File: config.mk
export PLATFORM = sky130hd
export DESIGN_NAME = exec_sequencer
export DESIGN_NICKNAME = d
export VERILOG_FILES = /design/src/rtl/exec_sequencer.sv
export SDC_FILE = /design/constraint.sdc
export NUM_CORES = 1
export LEC_CHECK = 0
export CORE_MARGIN = 3
export CORE_UTILIZATION = 25
export CTS_CLUSTER_DIAMETER = 60
export CTS_CLUSTER_SIZE = 8
export DETAILED_ROUTE_END_ITERATION = 8
export PLACE_DENSITY_LB_ADDON = 0.25
export SKIP_CTS_REPAIR_TIMING = 1
export SLEW_MARGIN = 10
export SYNTH_ARGS = -nofsm -noshare
export SYNTH_HDL_FRONTEND = slang
export SYNTH_SLANG_ARGS = --single-unit
export TNS_END_PERCENT = 1
File: constraint.sdc
create_clock -name CLK -period 2.86 [get_ports CLK]
set_clock_uncertainty 0.2 [all_clocks]
set_input_delay 0.572 -clock CLK [delete_from_list [all_inputs] [get_ports CLK]]
set_output_delay 0.572 -clock CLK [all_outputs]
set_load 0.01 [all_outputs]
File: src/rtl/exec_sequencer.sv
// exec_sequencer: fetch/decode/execute/write-back control FSM.
// Owns the PC, the retired count and the data-memory write strobe.
module exec_sequencer #(
  parameter int INSTR_BIT = 8,
  parameter int TIMEOUT   = 255,
  parameter int CNT_BIT   = 16
) (
  input  logic                 CLK,
  input  logic                 RST,
  input  logic                 St,
  input  logic                 halt,
  input  logic                 pc_src,
  input  logic                 jump,
  input  logic [INSTR_BIT-1:0] jump_addr,
  input  logic                 dec_write_enable,
  input  logic                 alu_done,
  output logic [INSTR_BIT-1:0] pc,
  output logic                 ir_load,
  output logic                 mem_write_enable,
  output logic                 alu_start,
  output logic                 running,
  output logic                 error,
  output logic [CNT_BIT-1:0]   instr_count
);

  localparam int WD_BIT = (TIMEOUT < 2) ? 1 : $clog2(TIMEOUT);
  localparam logic [WD_BIT-1:0] WD_LAST = WD_BIT'(TIMEOUT - 1);

  typedef enum logic [2:0] {
    S_IDLE,
    S_FETCH,
    S_DECODE,
    S_EXEC,
    S_WB,
    S_HALT,
    S_ERR
  } state_t;

  state_t               state_q, state_d;
  logic [INSTR_BIT-1:0] pc_q, pc_d;
  logic [CNT_BIT-1:0]   cnt_q, cnt_d;
  logic [WD_BIT-1:0]    wd_q, wd_d;
  logic                 ir_load_q, ir_load_d;
  logic                 mwe_q, mwe_d;
  logic                 alu_start_q, alu_start_d;
  logic                 running_q, running_d;
  logic                 error_q, error_d;

  always_comb begin
    state_d = state_q;
    pc_d    = pc_q;
    cnt_d   = cnt_q;
    wd_d    = wd_q;
    unique case (state_q)
      S_IDLE, S_HALT, S_ERR: begin
        if (St) begin
          state_d = S_FETCH;
          pc_d    = '0;
          cnt_d   = '0;
        end
      end
      S_FETCH: state_d = S_DECODE;
      S_DECODE: begin
        wd_d    = '0;
        state_d = halt ? S_HALT : S_EXEC;
      end
      S_EXEC: begin
        // wd_q counts EXEC cycles already spent without alu_done
        if (alu_done) begin
          state_d = S_WB;
        end else if (wd_q == WD_LAST) begin
          state_d = S_ERR;
        end else begin
          wd_d = wd_q + 1'b1;
        end
      end
      S_WB: begin
        state_d = S_FETCH;
        pc_d    = (pc_src & jump) ? jump_addr : pc_q + 1'b1;
        if (~&cnt_q) cnt_d = cnt_q + 1'b1;
      end
      default: state_d = S_IDLE;
    endcase

    ir_load_d   = (state_d == S_FETCH);
    alu_start_d = (state_q == S_DECODE) && (state_d == S_EXEC);
    mwe_d       = (state_d == S_WB) && dec_write_enable;
    running_d   = (state_d == S_FETCH) || (state_d == S_DECODE) ||
                  (state_d == S_EXEC) || (state_d == S_WB);
    error_d     = (state_d == S_ERR);
  end

  always_ff @(posedge CLK or negedge RST) begin
    if (!RST) begin
      state_q     <= S_IDLE;
      pc_q        <= '0;
      cnt_q       <= '0;
      wd_q        <= '0;
      ir_load_q   <= 1'b0;
      mwe_q       <= 1'b0;
      alu_start_q <= 1'b0;
      running_q   <= 1'b0;
      error_q     <= 1'b0;
    end else begin
      state_q     <= state_d;
      pc_q        <= pc_d;
      cnt_q       <= cnt_d;
      wd_q        <= wd_d;
      ir_load_q   <= ir_load_d;
      mwe_q       <= mwe_d;
      alu_start_q <= alu_start_d;
      running_q   <= running_d;
      error_q     <= error_d;
    end
  end

  assign pc               = pc_q;
  assign instr_count      = cnt_q;
  assign ir_load          = ir_load_q;
  assign mem_write_enable = mwe_q;
  assign alu_start        = alu_start_q;
  assign running          = running_q;
  assign error            = error_q;

endmodule

==> impl_results.html, run 1 <==
<table>
<tr><th>Metric</th><th>Value</th></tr>
<tr><th colspan="2">Worst setup path</th></tr>
<tr><td>FF-to-FF End</td><td>instr_count[0]$_DFFE_PN0P_</td></tr>
<tr><td>Depth of the worst register-to-register path</td><td>6</td></tr>
<tr><td>Sort of element at the end of the critical path</td><td>flop</td></tr>
<tr><td>Required time reported for the critical path endpoint</td><td>2.85 ns</td></tr>
<tr><td>Worst r2r src</td><td>instr_count[0]$_DFFE_PN0P_</td></tr>
<tr><td>Largest fanout of any net on the critical path</td><td>6</td></tr>
<tr><td>Kind of critical path</td><td>in2reg</td></tr>
<tr><td>Endpoint arrival time on the critical path</td><td>2.45 ns</td></tr>
<tr><td>Minimum setup slack among reg-to-reg paths</td><td>0.43 ns</td></tr>
<tr><td>Worst Setup Start Kind</td><td>input port</td></tr>
<tr><th colspan="2">Routing</th></tr>
<tr><td>Post-detailed-route wirelength per cell</td><td>13.9 um</td></tr>
<tr><td>Total Wirelength</td><td>6210 um</td></tr>
<tr><td>Detailed-route via count</td><td>2143</td></tr>
<tr><td>Sum of met3 wire segment lengths after detailed routing</td><td>299 um</td></tr>
<tr><td>Number of search-and-repair iterations in the first detailed-routing pass</td><td>4</td></tr>
<tr><td>Met2 WL post-DR</td><td>2690 um</td></tr>
<tr><td>Routed metal-1 wirelength</td><td>3130 um</td></tr>
<tr><td>Vias/cell</td><td>4.79</td></tr>
<tr><td>DRC Markers</td><td>0</td></tr>
<tr><td>Highest signal layer in the routed design</td><td>met4</td></tr>
<tr><td>First-iteration detailed-routing DRC count</td><td>78</td></tr>
<tr><td>Number of nets with antenna violations after detailed routing</td><td>0</td></tr>
<tr><th colspan="2">Cells and area</th></tr>
<tr><td>Net count reported at finish</td><td>337</td></tr>
<tr><td>Most common library cell in the layout ignoring fill and taps</td><td>clkdlybuf4s50_1</td></tr>
<tr><td>Post-route cell area</td><td>3180 um2</td></tr>
<tr><td>Non-filler cells, final</td><td>447</td></tr>
<tr><td>Number of inserted diodes</td><td>0</td></tr>
<tr><td>Share of final-layout standard cells stronger than drive strength 1</td><td>10.4%</td></tr>
<tr><td>Area growth from synthesis to final layout</td><td>32.4%</td></tr>
<tr><td>Post-Route Utilization</td><td>34.3%</td></tr>
<tr><td>Highest-count cells in the layout ignoring fill and taps</td><td>clkdlybuf4s50_1, dfrtp_1, nand2_1</td></tr>
<tr><th colspan="2">Clock tree</th></tr>
<tr><td>Register clock-pin slew on the reported worst setup and hold paths</td><td>0.08 ns</td></tr>
<tr><td>Num CTS Buffers</td><td>5</td></tr>
<tr><td>H-tree Lvls</td><td>2</td></tr>
<tr><td>Clock tree from TritonCTS</td><td>built</td></tr>
<tr><td>Max Root-Sink Buffers</td><td>2</td></tr>
<tr><td>CTS root buffer</td><td>clkbuf_8</td></tr>
<tr><td>Clock insertion delay at the later pin of the skew report</td><td>0.30 ns</td></tr>
<tr><td>Clock Sink Count</td><td>40</td></tr>
<tr><th colspan="2">Timing</th></tr>
<tr><td>Part of the cycle the worst path needs</td><td>86.2%</td></tr>
<tr><td>Post-Route Setup TNS</td><td>0 ns</td></tr>
<tr><td>Number of max-slew violations in the final report</td><td>0</td></tr>
<tr><td>Time the worst path needs with I/O delays and setup</td><td>2.47 ns</td></tr>
<tr><td>Achievable Freq</td><td>0.406 GHz</td></tr>
<tr><td>Final-report hold violation count</td><td>0</td></tr>
<tr><td>Setup-failing EPs final</td><td>0</td></tr>
<tr><td>Worst slew margin relative to its limit</td><td>51.8%</td></tr>
<tr><td>Unrepaired setup endpoints after global routing</td><td>false</td></tr>
<tr><td>Pin slew with the least headroom to its limit</td><td>0.716 ns</td></tr>
<tr><th colspan="2">Global route</th></tr>
<tr><td>Overall fraction of global-route tracks in use</td><td>12.1%</td></tr>
<tr><td>Global-route wire length before repair</td><td>10700 um</td></tr>
<tr><td>Global-route congestion overflow total</td><td>0</td></tr>
<tr><td>Pin count of the biggest net entering global routing</td><td>24</td></tr>
<tr><td>Number of antenna violations at the first check in global routing</td><td>0</td></tr>
<tr><td>Via count of the first global-routing pass</td><td>2075</td></tr>
<tr><th colspan="2">Yosys</th></tr>
<tr><td>Gate count of the mapped netlist</td><td>262</td></tr>
<tr><td>Proportion of synthesized flip-flops having asynchronous set or reset</td><td>100%</td></tr>
<tr><td>Leading post-synthesis cells by cell area</td><td>dfrtp_1, mux2i_1, nand2_1</td></tr>
<tr><td>Cell type contributing the most total cell area after synthesis</td><td>dfrtp_1</td></tr>
<tr><td>Sequential-to-total area share from yosys stat</td><td>41.7%</td></tr>
<tr><td>Yosys warns</td><td>0</td></tr>
<tr><td>Post-synthesis average cell area</td><td>9.17 um2</td></tr>
<tr><td>Number of distinct library cell variants in the gate-level netlist after synthesis</td><td>53</td></tr>
<tr><td>Synthesized flop and latch total</td><td>40</td></tr>
<tr><td>Net count after synthesis</td><td>282</td></tr>
<tr><td>Yosys top cell area share</td><td>41.7%</td></tr>
<tr><td>Number of synthesized flops with an enable pin</td><td>0</td></tr>
<tr><td>Predominant post-synthesis flop cell</td><td>dfrtp_1</td></tr>
<tr><td>Cell area after synthesis</td><td>2400 um2</td></tr>
<tr><th colspan="2">Die</th></tr>
<tr><td>Row Count</td><td>35</td></tr>
<tr><td>Effective utilization at floorplan</td><td>25.9%</td></tr>
<tr><td>CORE AREA</td><td>9280 um2</td></tr>
<tr><td>Overall die height</td><td>104 um</td></tr>
<tr><td>Die Wd</td><td>104 um</td></tr>
<tr><td>Die Outline Area</td><td>10800 um2</td></tr>
<tr><td>Top-level I/O count</td><td>45</td></tr>
<tr><th colspan="2">Power and ir drop</th></tr>
<tr><td>Power density cells</td><td>713 nW/um2</td></tr>
<tr><td>Lkg Pwr</td><td>1.39 nW</td></tr>
<tr><td>Peak supply drop</td><td>0.283 mV</td></tr>
<tr><th colspan="2">Placed design</th></tr>
<tr><td>Number of placed cells counting well taps</td><td>439</td></tr>
<tr><td>Final weighted congestion of routability-driven global placement</td><td>0.826</td></tr>
<tr><td>DP Area</td><td>3060 um2</td></tr>
<tr><td>Post-DP HPWL</td><td>4550 um</td></tr>
<tr><td>Port Buffer Count</td><td>44</td></tr>
<tr><th colspan="2">Status</th></tr>
<tr><td>Result of the run</td><td>finished clean</td></tr>
<tr><th colspan="2">Hold path</th></tr>
<tr><td>Hold crit path type</td><td>in2async</td></tr>
<tr><th colspan="2">Run</th></tr>
<tr><td>Number of max-cap violations</td><td>0</td></tr>
</table>
-- routing by layer --
metal / vias up / global-route usage [%]
met1: 1014 / 17.4
met2: 58 / 17.8
met4: 0 / 4.27
li1: 1065 / -
met3: 6 / 2.61
met5: - / 0
-- layout make-up --
class | instances | area [um2]
tap | 129 | 161
sequential | 40 | 1000
fill | 991 | 6100
inverter | 11 | 41.3
clock inverter | 1 | 30.0
clock buffer | 7 | 96.3
multi-input combinational | 200 | 1300
timing repair buffer | 59 | 548
-- synthesized netlist by cell type, types with 2 or more instances --
library cell,number
o31ai_1,6
nand4_1,12
and2_1,2
nand2_1,33
inv_1,11
nand2b_1,13
o21ai_0,6
or3_1,5
and3_1,4
a211oi_1,2
ha_1,4
mux2i_1,13
buf_2,3
nor2_1,14
or4_1,5
a21oi_1,7
o311ai_0,2
o211ai_1,3
nor3_1,8
or2_2,3
nor4_1,3
o2bb2ai_1,2
nand3_1,14
a41o_1,2
xnor2_1,5
a22o_1,4
clkbuf_1,5
nor2b_1,4
dfrtp_1,40
a311oi_1,2
a21o_1,3
-- report_power, final --
part	switching [mW]	internal, mW	leakage [nW]
sequential	0.143	0.659	0.546
combinational	0.518	0.433	0.784
clock	0.208	0.308	0.0645
-- through the flow --
step                hold slack, ns  setup slack, ns  power, mW
floorplan                   0.0764            0.577       1.37
global placement             0.338            0.131       1.76
detailed placement           0.336            0.111       1.77
CTS                         0.0599            0.421       2.30
global route                0.0804            0.296       2.46
finish                      0.0445            0.395       2.27
-- how the worst max path moves through the flow --
stage / startpoint / end / slack (ns) / depth (start not counted)
after CTS: halt / instr_count[12]$_DFFE_PN0P_ / 0.42 / 7
final: halt / instr_count[12]$_DFFE_PN0P_ / 0.39 / 7
after detailed placement: halt / instr_count[12]$_DFFE_PN0P_ / 0.11 / 7
after global placement: St / instr_count[4]$_DFFE_PN0P_ / 0.13 / 6
after global routing: instr_count[0]$_DFFE_PN0P_ / instr_count[11]$_DFFE_PN0P_ / 0.30 / 7
after floorplan: instr_count[0]$_DFFE_PN0P_ / instr_count[15]$_DFFE_PN0P_ / 0.58 / 7
-- state kept, by name, indices dropped and copies added, names as in the netlist --
name              count
instr_count          16
pc                    8
wd_q                  8
state_q               3
alu_start             1
error                 1
ir_load               1
mem_write_enable      1
running               1
-- logic make-up (layout without fill, tap and decap cells) --
logic type                 count (synthesis)  count (layout)  synth area share (%)
buffers and inverters                     22              78                  4.06
muxes                                     14              14                  5.89
and+or+nand+nor                          126             126                  28.0
AOI/OAI and AO/OA                         50              50                  16.1
xor gates and xnor gates                   6               6                  2.19
adders and majority gates                  4               4                  2.08
DFF                                       40              40                  41.7
-- critical path, cell delays in order --
cell and delay, ns:
clkdlybuf4s50_1 0.49, nor4b_1 0.07, buf_4 0.17, a211oi_4 0.20
o31ai_1 0.22, or4_1 0.59, mux2i_1 0.14
Power figures use the tool's default switching activity.
==> run 2: changes to the inputs <==
Settings changed: CORE_UTILIZATION 25 to 52, GPL_TIMING_DRIVEN set to 0, TNS_END_PERCENT 1 to 5.
==> run 2 against run 1 <==
Worst setup slack worse by 0.23 ns; fmax down 8.4%; worst hold slack worse by 0.030 ns; sequential share of layout area up 1.4 points; register-to-register slack worse by 0.15 ns; power down 4.1%; non-clock buffer count down 3; routed wire length down 6.6%; die area down 49%; largest cell class unchanged; highest routed layer unchanged.
==> impl_results.html, run 2 (synthesized netlist as in run 1, its figures left out) <==
<table>
<tr><th>Metric</th><th>Value</th></tr>
<tr><th colspan="2">Timing</th></tr>
<tr><td>Smallest hold slack</td><td>0.0144 ns</td></tr>
<tr><td>Final worst setup slack</td><td>0.167 ns</td></tr>
<tr><td>Unrepaired setup endpoints after global routing</td><td>false</td></tr>
<tr><td>Part of the cycle the worst path needs</td><td>94.2%</td></tr>
<tr><td>Number of max-slew violations in the final report</td><td>0</td></tr>
<tr><td>Achievable Freq</td><td>0.371 GHz</td></tr>
<tr><td>Worst slew margin relative to its limit</td><td>47.2%</td></tr>
<tr><td>Pin slew with the least headroom to its limit</td><td>0.785 ns</td></tr>
<tr><td>Time the worst path needs with I/O delays and setup</td><td>2.69 ns</td></tr>
<tr><td>Final-report hold violation count</td><td>0</td></tr>
<tr><td>Setup-failing EPs final</td><td>0</td></tr>
<tr><th colspan="2">Die</th></tr>
<tr><td>Row Count</td><td>24</td></tr>
<tr><td>Overall die height</td><td>74.0 um</td></tr>
<tr><td>Die Outline Area</td><td>5470 um2</td></tr>
<tr><td>Top-level I/O count</td><td>45</td></tr>
<tr><td>Effective utilization at floorplan</td><td>54.4%</td></tr>
<tr><td>CORE AREA</td><td>4410 um2</td></tr>
<tr><td>Die Wd</td><td>74.0 um</td></tr>
<tr><th colspan="2">Routing</th></tr>
<tr><td>Total Wirelength</td><td>5800 um</td></tr>
<tr><td>Number of search-and-repair iterations in the first detailed-routing pass</td><td>4</td></tr>
<tr><td>Detailed-route via count</td><td>2160</td></tr>
<tr><td>Vias/cell</td><td>5.89</td></tr>
<tr><td>Number of nets with antenna violations after detailed routing</td><td>0</td></tr>
<tr><td>Post-detailed-route wirelength per cell</td><td>15.8 um</td></tr>
<tr><td>DRC Markers</td><td>0</td></tr>
<tr><td>First-iteration detailed-routing DRC count</td><td>170</td></tr>
<tr><th colspan="2">Clock tree</th></tr>
<tr><td>Clock tree from TritonCTS</td><td>built</td></tr>
<tr><td>H-tree Lvls</td><td>2</td></tr>
<tr><td>Clock insertion delay at the later pin of the skew report</td><td>0.30 ns</td></tr>
<tr><td>CTS root buffer</td><td>clkbuf_8</td></tr>
<tr><td>Clock Sink Count</td><td>40</td></tr>
<tr><td>Register clock-pin slew on the reported worst setup and hold paths</td><td>0.08 ns</td></tr>
<tr><td>Max Root-Sink Buffers</td><td>2</td></tr>
<tr><td>Num CTS Buffers</td><td>5</td></tr>
<tr><th colspan="2">Global route</th></tr>
<tr><td>Pin count of the biggest net entering global routing</td><td>23</td></tr>
<tr><td>Global-route wire length before repair</td><td>9530 um</td></tr>
<tr><td>Number of antenna violations at the first check in global routing</td><td>0</td></tr>
<tr><td>Via count of the first global-routing pass</td><td>2076</td></tr>
<tr><td>Global-route congestion overflow total</td><td>0</td></tr>
<tr><td>Overall fraction of global-route tracks in use</td><td>22.7%</td></tr>
<tr><th colspan="2">Placed design</th></tr>
<tr><td>Post-DP HPWL</td><td>4310 um</td></tr>
<tr><td>DP Area</td><td>2930 um2</td></tr>
<tr><td>Port Buffer Count</td><td>44</td></tr>
<tr><td>Post-placement worst setup slack</td><td>-0.138 ns</td></tr>
<tr><td>Final weighted congestion of routability-driven global placement</td><td>0.840</td></tr>
<tr><th colspan="2">Cells and area</th></tr>
<tr><td>Number of inserted diodes</td><td>0</td></tr>
<tr><td>Max FFs per register</td><td>16</td></tr>
<tr><td>Filler cell count</td><td>376</td></tr>
<tr><td>Most common library cell in the layout ignoring fill and taps</td><td>clkdlybuf4s50_1</td></tr>
<tr><td>Area growth from synthesis to final layout</td><td>26.6%</td></tr>
<tr><td>Post-route cell area</td><td>3040 um2</td></tr>
<tr><td>Share of final-layout standard cells stronger than drive strength 1</td><td>7.62%</td></tr>
<tr><td>Highest-count cells in the layout ignoring fill and taps</td><td>clkdlybuf4s50_1, dfrtp_1, nand2_1</td></tr>
<tr><td>Net count reported at finish</td><td>334</td></tr>
<tr><th colspan="2">Power and ir drop</th></tr>
<tr><td>Peak supply drop</td><td>0.503 mV</td></tr>
<tr><td>Lkg Pwr</td><td>1.35 nW</td></tr>
<tr><td>Power density cells</td><td>715 nW/um2</td></tr>
<tr><th colspan="2">Worst setup path</th></tr>
<tr><td>Minimum setup slack among reg-to-reg paths</td><td>0.28 ns</td></tr>
<tr><td>Largest fanout of any net on the critical path</td><td>7</td></tr>
<tr><td>Depth of the worst register-to-register path</td><td>7</td></tr>
<tr><td>Worst r2r src</td><td>wd_q[0]$_DFFE_PN0P_</td></tr>
<tr><td>Worst Setup Start Kind</td><td>input port</td></tr>
<tr><td>Required time reported for the critical path endpoint</td><td>2.84 ns</td></tr>
<tr><td>Sort of element at the end of the critical path</td><td>flop</td></tr>
<tr><td>Kind of critical path</td><td>in2reg</td></tr>
<tr><td>Endpoint arrival time on the critical path</td><td>2.67 ns</td></tr>
<tr><td>FF-to-FF End</td><td>pc[6]$_DFFE_PN0P_</td></tr>
<tr><th colspan="2">Hold path</th></tr>
<tr><td>Hold crit path type</td><td>in2async</td></tr>
<tr><th colspan="2">Run</th></tr>
<tr><td>Number of max-cap violations</td><td>0</td></tr>
<tr><th colspan="2">Status</th></tr>
<tr><td>Result of the run</td><td>finished clean</td></tr>
</table>
-- run 2: routing by layer --
layer | wire length (um) | part of all wire [%] | GRT usage (%) | up-vias
li1 | - | - | - | 1068
met1 | 2560 | 44 | 29.1 | 1026
met2 | 2870 | 50 | 37.7 | 56
met3 | 272 | 4.7 | 4.86 | 10
met4 | 93 | 1.6 | 8.25 | 0
met5 | 0 | 0 | 0 | -
-- run 2: worst max-delay path: stages --
cell and delay, ns:
clkdlybuf4s50_1 0.57, nor2b_1 0.09, o21a_1 0.27, a311oi_2 0.54, nand2_1 0.31, a22o_1 0.32
-- run 2: how the worst max path moves through the flow --
stage	slack, ns	cells past startpoint	startpoint	to
final	0.17	6	St	pc[6]$_DFFE_PN0P_
after global routing	0.05	6	St	pc[6]$_DFFE_PN0P_
after CTS	0.17	6	St	pc[6]$_DFFE_PN0P_
after detailed placement	-0.14	6	St	pc[6]$_DFFE_PN0P_
after global placement	-0.15	6	St	pc[6]$_DFFE_PN0P_
after floorplan	0.58	7	instr_count[0]$_DFFE_PN0P_	instr_count[15]$_DFFE_PN0P_
-- run 2: report_power, final --
part	switching [mW]	leakage [nW]	total (mW)	internal, mW
Sequential	0.104	0.546	0.764	0.659
Combinational	0.555	0.754	0.944	0.389
Clock	0.208	0.0541	0.467	0.258
Total	0.868	1.35	2.17	1.31
-- run 2: final cells by class --
| class | count | area [um2] | share of cell area (%) |
|---|---|---|---|
| Inverter | 11 | 41.3 | 1.36 |
| Buffer | 11 | 56.3 | 1.85 |
| Multi-Input combinational cell | 200 | 1300 | 42.9 |
| Clock inverter | 3 | 42.5 | 1.40 |
| Tap cell | 52 | 65.1 | 2.14 |
| Sequential cell | 40 | 1000 | 32.9 |
| Clock buffer | 5 | 68.8 | 2.26 |
| Timing Repair Buffer | 45 | 463 | 15.2 |
-- run 2: per-stage QoR --
stage	instances	total power, mW	TNS [ns]	utilization, %
6_report	367	2.17	0	68.9
5_1_grt	367	2.32	0	68.9
2_1_floorplan	262	1.37	0	-
3_5_place_dp	359	1.71	-0.582	66.4
4_1_cts	367	2.18	0	68.9
3_3_place_gp	358	1.69	-0.617	65.9
==> run 3: changes to the inputs <==
Settings changed: ABC_AREA set to 0.
==> results of run 3 <==
Final layout, timing and power as in run 2 (identical DEF).
